## src/rtl/gate_seq_pkg.sv

```systemverilog
// Shared types and constants for the gate vector sequencer.
package gate_seq_pkg;

  typedef logic [1:0] state_t;

  localparam state_t IDLE   = 2'd0;
  localparam state_t DRIVE  = 2'd1;
  localparam state_t SAMPLE = 2'd2;
  localparam state_t DONE   = 2'd3;

  localparam int unsigned NUM_VEC = 4;

  // Truth tables, bit index = {A,B}
  localparam logic [NUM_VEC-1:0] TT_AND  = 4'b1000;
  localparam logic [NUM_VEC-1:0] TT_OR   = 4'b1110;
  localparam logic [NUM_VEC-1:0] TT_XOR  = 4'b0110;
  localparam logic [NUM_VEC-1:0] TT_NAND = 4'b0111;
  localparam logic [NUM_VEC-1:0] TT_NOR  = 4'b0001;
  localparam logic [NUM_VEC-1:0] TT_XNOR = 4'b1001;

endpackage

```

## src/rtl/gate_vector_sequencer_hold_counter.sv

```systemverilog
// 8-bit loadable down-counter timing how long each vector is held.
module seq_hold_counter (
  input  logic       clk,
  input  logic       rst,
  input  logic       load,
  input  logic       en,
  input  logic [7:0] load_val,
  output logic       zero
);

  logic [7:0] cnt;

  // load wins over decrement; counter sits at 0 until reloaded
  always_ff @(posedge clk) begin
    if (rst)       cnt <= '0;
    else if (load) cnt <= load_val;
    else if (en)   cnt <= cnt - 8'd1;
  end

  assign zero = (cnt == 8'd0);

endmodule

```

## src/rtl/gate_vector_sequencer.sv

```systemverilog
// Drives {A,B} = 00..11 into a 2-input gate, samples Y after a hold
// window and compares it against a truth table.
module gate_vector_sequencer
  import gate_seq_pkg::*;
#(
  parameter int unsigned        HOLD_CYCLES = 4,
  parameter logic [NUM_VEC-1:0] EXPECTED    = 4'b1000,
  parameter bit                 LOOP_EN     = 1'b0
) (
  input  logic               clk,
  input  logic               rst,
  input  logic               start,
  input  logic               Y,
  output logic               A,
  output logic               B,
  output logic [1:0]         vec_idx,
  output logic               busy,
  output logic               done,
  output logic               pass,
  output logic [NUM_VEC-1:0] fail_mask
);

  localparam logic [7:0] HOLD_LOAD = 8'(HOLD_CYCLES - 1);

  state_t state;
  logic   cnt_zero;
  logic   last_vec;
  logic   sweep_go;
  logic   cnt_load;

  assign last_vec = (vec_idx == 2'd3);
  // a fresh sweep starts from IDLE, or back-to-back from DONE in loop mode
  assign sweep_go = start && ((state == IDLE) || (LOOP_EN && state == DONE));
  assign cnt_load = sweep_go || (state == SAMPLE && !last_vec);

  seq_hold_counter u_hold (
    .clk      (clk),
    .rst      (rst),
    .load     (cnt_load),
    .en       (state == DRIVE && !cnt_zero),
    .load_val (HOLD_LOAD),
    .zero     (cnt_zero)
  );

  // sweep FSM, vector index and result registers
  always_ff @(posedge clk) begin
    if (rst) begin
      state     <= IDLE;
      vec_idx   <= '0;
      fail_mask <= '0;
      pass      <= 1'b0;
    end else begin
      case (state)
        IDLE: if (start) begin
          state     <= DRIVE;
          vec_idx   <= '0;
          fail_mask <= '0;
          pass      <= 1'b0;
        end
        DRIVE: if (cnt_zero) state <= SAMPLE;
        SAMPLE: begin
          fail_mask[vec_idx] <= (Y != EXPECTED[vec_idx]);
          if (last_vec) state <= DONE;
          else begin
            vec_idx <= vec_idx + 2'd1;
            state   <= DRIVE;
          end
        end
        DONE: begin
          // verdict of the sweep just finished stays visible while looping
          pass <= ~|fail_mask;
          if (sweep_go) begin
            state     <= DRIVE;
            vec_idx   <= '0;
            fail_mask <= '0;
          end else begin
            state <= IDLE;
          end
        end
        default: state <= IDLE;
      endcase
    end
  end

  // gate inputs follow the index only while a sweep is active
  always_comb begin
    busy = (state == DRIVE) || (state == SAMPLE);
    done = (state == DONE);
    A    = busy & vec_idx[1];
    B    = busy & vec_idx[0];
  end

endmodule
```

## config.mk

```make
export PLATFORM = sky130hd
export DESIGN_NAME = gate_vector_sequencer
export DESIGN_NICKNAME = d
export VERILOG_FILES = /design/src/rtl/gate_seq_pkg.sv /design/src/rtl/gate_vector_sequencer_hold_counter.sv /design/src/rtl/gate_vector_sequencer.sv
export SDC_FILE = /design/constraint.sdc
export NUM_CORES = 1
export LEC_CHECK = 0
export CORE_AREA = 2 2 46 48
export DETAILED_ROUTE_END_ITERATION = 10
export DIE_AREA = 0 0 48 50
export GPL_TIMING_DRIVEN = 0
export HOLD_SLACK_MARGIN = 0.12
export PLACE_DENSITY_LB_ADDON = 0.25
export SYNTH_ARGS = -nofsm -noshare
export SYNTH_HDL_FRONTEND = slang
export SYNTH_SLANG_ARGS = --single-unit
```

## constraint.sdc

```tcl
create_clock -name clk -period 5.6 [get_ports clk]
set_input_delay 1.68 -clock clk [delete_from_list [all_inputs] [get_ports clk]]
set_output_delay 1.68 -clock clk [all_outputs]
set_load 0.01 [all_outputs]
```

==> flow_summary.ini, run 1 <==
[finish]
diodes = 0
area_growth_pct = 20.3
final_core_utilization_pct = 62.9
final_nets = 144
design_area_um2 = 1200
nFillCells = 180
drive_above_1_share_pct = 7.09

[timing]
hold_viol_final = 0
hold-worst-slack_ns = 0.505
clock_skew_ns = 0.00116
period_share_pct = 61.8
setup_violations = 0
period_needed_ns = 3.46
worst_pin_slew_ns = 0.675
final.setup.tns_ns = 0
rsz0062_at_grt = no
report.final.slew_viol_count = 0
max_slew_margin_pct = 54.6
fmax_ghz = 0.289

[critical_path]
path_cells = inv_1 -> ha_1 -> and2_1 -> clkdlybuf4s50_1
path_delay_family = buffers and inverters
cp_data_arrival_time_ns = 1.78
critPathBufInv = 2
crit_fanout = 5
required_ns = 3.92
crit_type = flop to output pin
slowest_stage = clkdlybuf4s50_1
crit_start = state[0]
start_kind = flop
rr_startpoint = state[0]
max_stage_delay_ns = 0.53
worstSetupEndpointType = output pin

[cts]
postCtsResizedCells = 0
clock_sinks = 17
root_buffer = clkbuf_4
clk_pin_slew_worst_paths_ns = 0.11
cts_setup_buffers = 0
ctsLongestPathBuffers = 2
cts.hold.buffers_added = 0
htreeDepth = 1
cts_made_buffers = 3
clk_latency_ns = 0.30
tritoncts = done

[drt]
route.antenna.remaining_nets = 0
drcViolationCount = 0
drt_wl_total_um = 2230
drt_iter0_markers = 26
vias_per_cell = 5.83
vias = 898
drt-pass1-iter-count = 4
avgRoutedWirePerCell_um = 14.5

[global_route]
grt_overflow = 0
grt_pass1_wl_um = 3610
gr-usage-all-layers_pct = 20.9
grt_pass1_vias = 835
grt_start_max_net_pins = 11
grt_antenna_before_repair = 0

[status]
status = completed

[floorplan]
io_pins = 15
die_y_um = 50
initial_utilization_pct = 52.3
dieArea_um2 = 2400
row_count = 16
coreArea_um2 = 1900
die_x_um = 48

[yosys]
netlist_top_cells_area = dfxtp_1 34%, ha_1 15%, a21oi_1 6.0%
synth_area_um2 = 995
synth_warnings = 0
synthCells = 109
ys_seq_area_share_pct = 34.2
avgSynthCellArea_um2 = 9.13
ys_seq_elements = 17
ys_types = 31
postSynthNetCount = 125
synth_area_leader_cell = dfxtp_1
synth_top_area_share_pct = 34.2

[min_path]
holdCritStartpoint = fail_mask[0]
hold_class = flop to flop

[placement]
gp_congestion = 0.815
placed_area_um2 = 1170
hpwl_um = 1640
io_buffer_count = 14

[pwr]
ir_worst_vdd_mv = 0.370
p_per_area_nw_per_um2 = 440
leakage_nw = 0.439
finalPower_mw = 0.526

[run]
drv_cap = 0
kinds of logic (layout without fill, tap and decap cells):
group	Yosys count	count (layout)	share of synthesized area, %
and+or+nand+nor	39	39	24.5
AOI/OAI and AO/OA	27	27	17.6
DFF	17	17	34.2
adders and majority gates	12	12	15.1
buffers and inverters	9	27	4.15
xor gates and xnor gates	5	5	4.40
worst register-to-register path: stages (launching register included):
cell and delay, ns:
dfxtp_1 0.42, inv_1 0.10, ha_1 0.30, nor2b_1 0.21
a21oi_1 0.30, nand2b_1 0.25, a311oi_1 0.32
area by class of cell:
| class | count | area (µm²) | share of cell area [%] |
|---|---|---|---|
| Inverter | 7 | 26.3 | 2.20 |
| Timing Repair Buffer | 14 | 140 | 11.7 |
| Sequential cell | 17 | 340 | 28.5 |
| Tap cell | 27 | 33.8 | 2.82 |
| Clock buffer | 3 | 22.5 | 1.88 |
| Multi-Input combinational cell | 83 | 613 | 51.3 |
| Clock inverter | 1 | 5.00 | 0.418 |
| Buffer | 2 | 15.0 | 1.26 |
state kept, by name, summed over array words and instances (netlist names):
signal      cells
pass            1
u_hold.cnt      8
state           2
fail_mask       4
vec_idx         2
per-layer routing:
metal | global-route usage, % | wire (µm) | vias up
met5 | 0 | 0 | -
met4 | 10.8 | 32 | 0
met3 | 4.03 | 54 | 4
met2 | 34.0 | 1170 | 23
met1 | 24.7 | 975 | 444
li1 | - | - | 427
path summary, 6_finish.rpt:
check,endpoint,slack [ns],cells past startpoint
worst max-delay path,B,2.14,4
worst min-delay path,fail_mask[0],0.51,2
worst max register to register,u_hold.cnt[2],3.60,6
worst min register to register,fail_mask[0],0.51,2
cells in the final DEF, fill, tap and decap left out, types with 5 or more instances in the layout:
cell and count:
a21oi_1 12, clkdlybuf4s50_1 14, dfxtp_1 17, ha_1 12, inv_1 7, nand3_1 5, nor2_1 7, nor2b_1 5
o21ai_0 9
per-stage QoR:
stage / worst slack (ns) / std cells
2_1_floorplan: 2.93 / 109
3_3_place_gp: 2.43 / 150
3_5_place_dp: 2.42 / 150
4_1_cts: 2.13 / 154
5_1_grt: 2.04 / 154
6_report: 2.14 / 154
cells in the mapped netlist:
master    count
dfxtp_1      17
nor3b_1       1
a21oi_1      12
and4bb_2      1
ha_1         12
and2_1        3
inv_1         7
or4_1         1
clkbuf_1      1
o31ai_4       1
nor3_1        3
nor4b_1       1
a221oi_1      1
nand3_1       5
a311oi_1      1
nand3b_1      1
nand4b_1      3
xnor2_1       3
o31a_1        1
or3b_1        1
nand2b_1      2
or3_1         2
nor2_1        7
o21ai_0       9
buf_6         1
a311oi_2      1
nor4_1        2
o211ai_1      1
xor2_1        2
nor2b_1       5
and3_4        1
report_power, final:
group | switching, mW | internal [mW]
clock | 0.0428 | 0.0266
combinational | 0.161 | 0.126
sequential | 0.0243 | 0.146
total | 0.228 | 0.299
(Power assumes the default switching activity.)
==> inputs of run 2 (changes only) <==
--- a/config.mk
+++ b/config.mk
@@ -5,9 +5,9 @@
 export SDC_FILE = /design/constraint.sdc
 export NUM_CORES = 1
 export LEC_CHECK = 0
-export CORE_AREA = 2 2 46 48
+export CORE_AREA = 2 2 50 52
 export DETAILED_ROUTE_END_ITERATION = 10
-export DIE_AREA = 0 0 48 50
+export DIE_AREA = 0 0 52 54
 export GPL_TIMING_DRIVEN = 0
 export HOLD_SLACK_MARGIN = 0.12
 export PLACE_DENSITY_LB_ADDON = 0.25
==> constraint.sdc (replaced) <==
create_clock -name clk -period 2.95 [get_ports clk]
set_input_delay 0.885 -clock clk [delete_from_list [all_inputs] [get_ports clk]]
set_output_delay 0.885 -clock clk [all_outputs]
set_load 0.01 [all_outputs]
==> flow_summary.ini, run 2 (synthesis gave the netlist of run 1 again) <==
[status]
status = completed

[floorplan]
coreArea_um2 = 2320
die_y_um = 54
row_count = 18
dieArea_um2 = 2810
io_pins = 15
die_x_um = 52
initial_utilization_pct = 42.9

[pwr]
p_per_area_nw_per_um2 = 822
seqPwrFrac_pct = 33.0
finalPower_mw = 0.987
ir_worst_vdd_mv = 0.402
pwr-share-comb_pct = 54.2
power.switching_mw = 0.419
clkPwrFrac_pct = 12.8
leakage_nw = 0.439
swShare_pct = 42.5
internal-power_mw = 0.568

[drt]
route.antenna.remaining_nets = 0
vias = 846
drt-pass1-iter-count = 4
drcViolationCount = 0
avgRoutedWirePerCell_um = 13.6
drt_wl_total_um = 2140
drt_iter0_markers = 11
vias_per_cell = 5.39

[finish]
diodes = 0
area_growth_pct = 20.6
nFillCells = 232
final_core_utilization_pct = 51.7
layoutNonFillerInstCount = 157
largest_register_ffs = 8
top_register = u_hold.cnt
drive_above_1_share_pct = 7.09
final_nets = 144
layout_common_cells = 17 x dfxtp_1, 14 x clkdlybuf4s50_1, 12 x a21oi_1, 12 x ha_1, 9 x o21ai_0
largest_registers = u_hold.cnt: 8 flops, fail_mask: 4 flops
final_common_cell = dfxtp_1

[cts]
clk_pin_slew_worst_paths_ns = 0.10
postCtsResizedCells = 0
htreeDepth = 1
clock_sinks = 17
cts_setup_buffers = 0
clk_latency_ns = 0.29
cts.hold.buffers_added = 0
cts_made_buffers = 3
root_buffer = clkbuf_4
ctsLongestPathBuffers = 2
tritoncts = done

[global_route]
grt_start_max_net_pins = 11
grt_overflow = 0
grt_pass1_wl_um = 3370
gr-usage-all-layers_pct = 16.4
grt_antenna_before_repair = 0
grt_pass1_vias = 797

[critical_path]
r2r_end = u_hold.cnt[2]
rr_startpoint = state[0]
slowest_stage = clkdlybuf4s50_1
worstSetupEndpointType = output pin
max_stage_delay_ns = 0.53
start_kind = flop
r2r_cells = 6
crit_fanout = 5
required_ns = 2.07
cp_data_arrival_time_ns = 1.81
crit_type = flop to output pin
r2r_setup_slack_ns = 0.94
path_cells = inv_1 -> ha_1 -> and2_1 -> clkdlybuf4s50_1

[timing]
period_share_pct = 91.3
max_slew_margin_pct = 57.7
hold-worst-slack_ns = 0.497
fmax_ghz = 0.371
period_needed_ns = 2.69
rsz0062_at_grt = no
worst_pin_slew_ns = 0.629
report.final.slew_viol_count = 0
hold_viol_final = 0
clock_skew_ns = 0.00466
setup_violations = 0
final.setup.tns_ns = 0

[placement]
gp_congestion = 0.726
io_buffer_count = 14
hpwl_um = 1630
dp.cells = 153

[min_path]
holdPathEnd = pass
holdPathStages = 2
holdCritStartpoint = pass
hold_class = flop to flop

[run]
drv_cap = 0
[run 2: cell counts in the layout (fill, tap and decap cells not counted)]
Identical to the previous run, type by type.
[run 2: how the worst max path moves through the flow]
| stage | start | endpoint | slack (ns) | cells past startpoint |
|---|---|---|---|---|
| after global routing | state[0] | A | 0.16 | 4 |
| final | state[0] | A | 0.26 | 4 |
| after detailed placement | start | fail_mask[0] | 0.56 | 5 |
| after global placement | start | fail_mask[0] | 0.58 | 5 |
| after CTS | state[0] | A | 0.27 | 4 |
| after floorplan | state[0] | A | 1.07 | 3 |
[run 2: layout make-up]
type	instances	area [µm²]	area share, %
tap	30	37.5	3.13
multi-input combinational	83	613	51.1
buffer	2	15.0	1.25
sequential	17	340	28.4
clock buffer	3	22.5	1.88
timing repair buffer	14	140	11.7
inverter	7	26.3	2.19
clock inverter	1	5.00	0.417
[run 2: critical path, delay by kind of cell (launching register included)]
family,cells,cell delay (ns)
flip-flops,1,0.43
AND/OR/NAND/NOR,1,0.12
adder cells (fa/ha/maj),1,0.32
buffers and inverters,2,0.65
[run 2: through the flow]
step                      cell area [µm²]  setup slack [ns]
after CTS                            1200             0.266
after floorplan                       995              1.07
after detailed placement             1170             0.557
final                                1200             0.257
after global placement               1170             0.580
after global routing                 1200             0.164
[run 2: power by group through the flow]
stage | combinational [mW] | sequential [mW] | clock, mW
after floorplan | 0.406 | 0.320 | 0
after global placement | 0.520 | 0.326 | 0
after detailed placement | 0.532 | 0.330 | 0
after CTS | 0.537 | 0.325 | 0.131
after global routing | 0.586 | 0.334 | 0.142
final | 0.535 | 0.325 | 0.127
[run 2: metal layers]
layer | up-vias | track usage, % | wire, µm
met4 | 0 | 7.89 | 35
met2 | 9 | 30.4 | 1100
met3 | 4 | 2.78 | 46
met5 | - | 0 | 0
met1 | 405 | 18.2 | 959
li1 | 428 | - | -
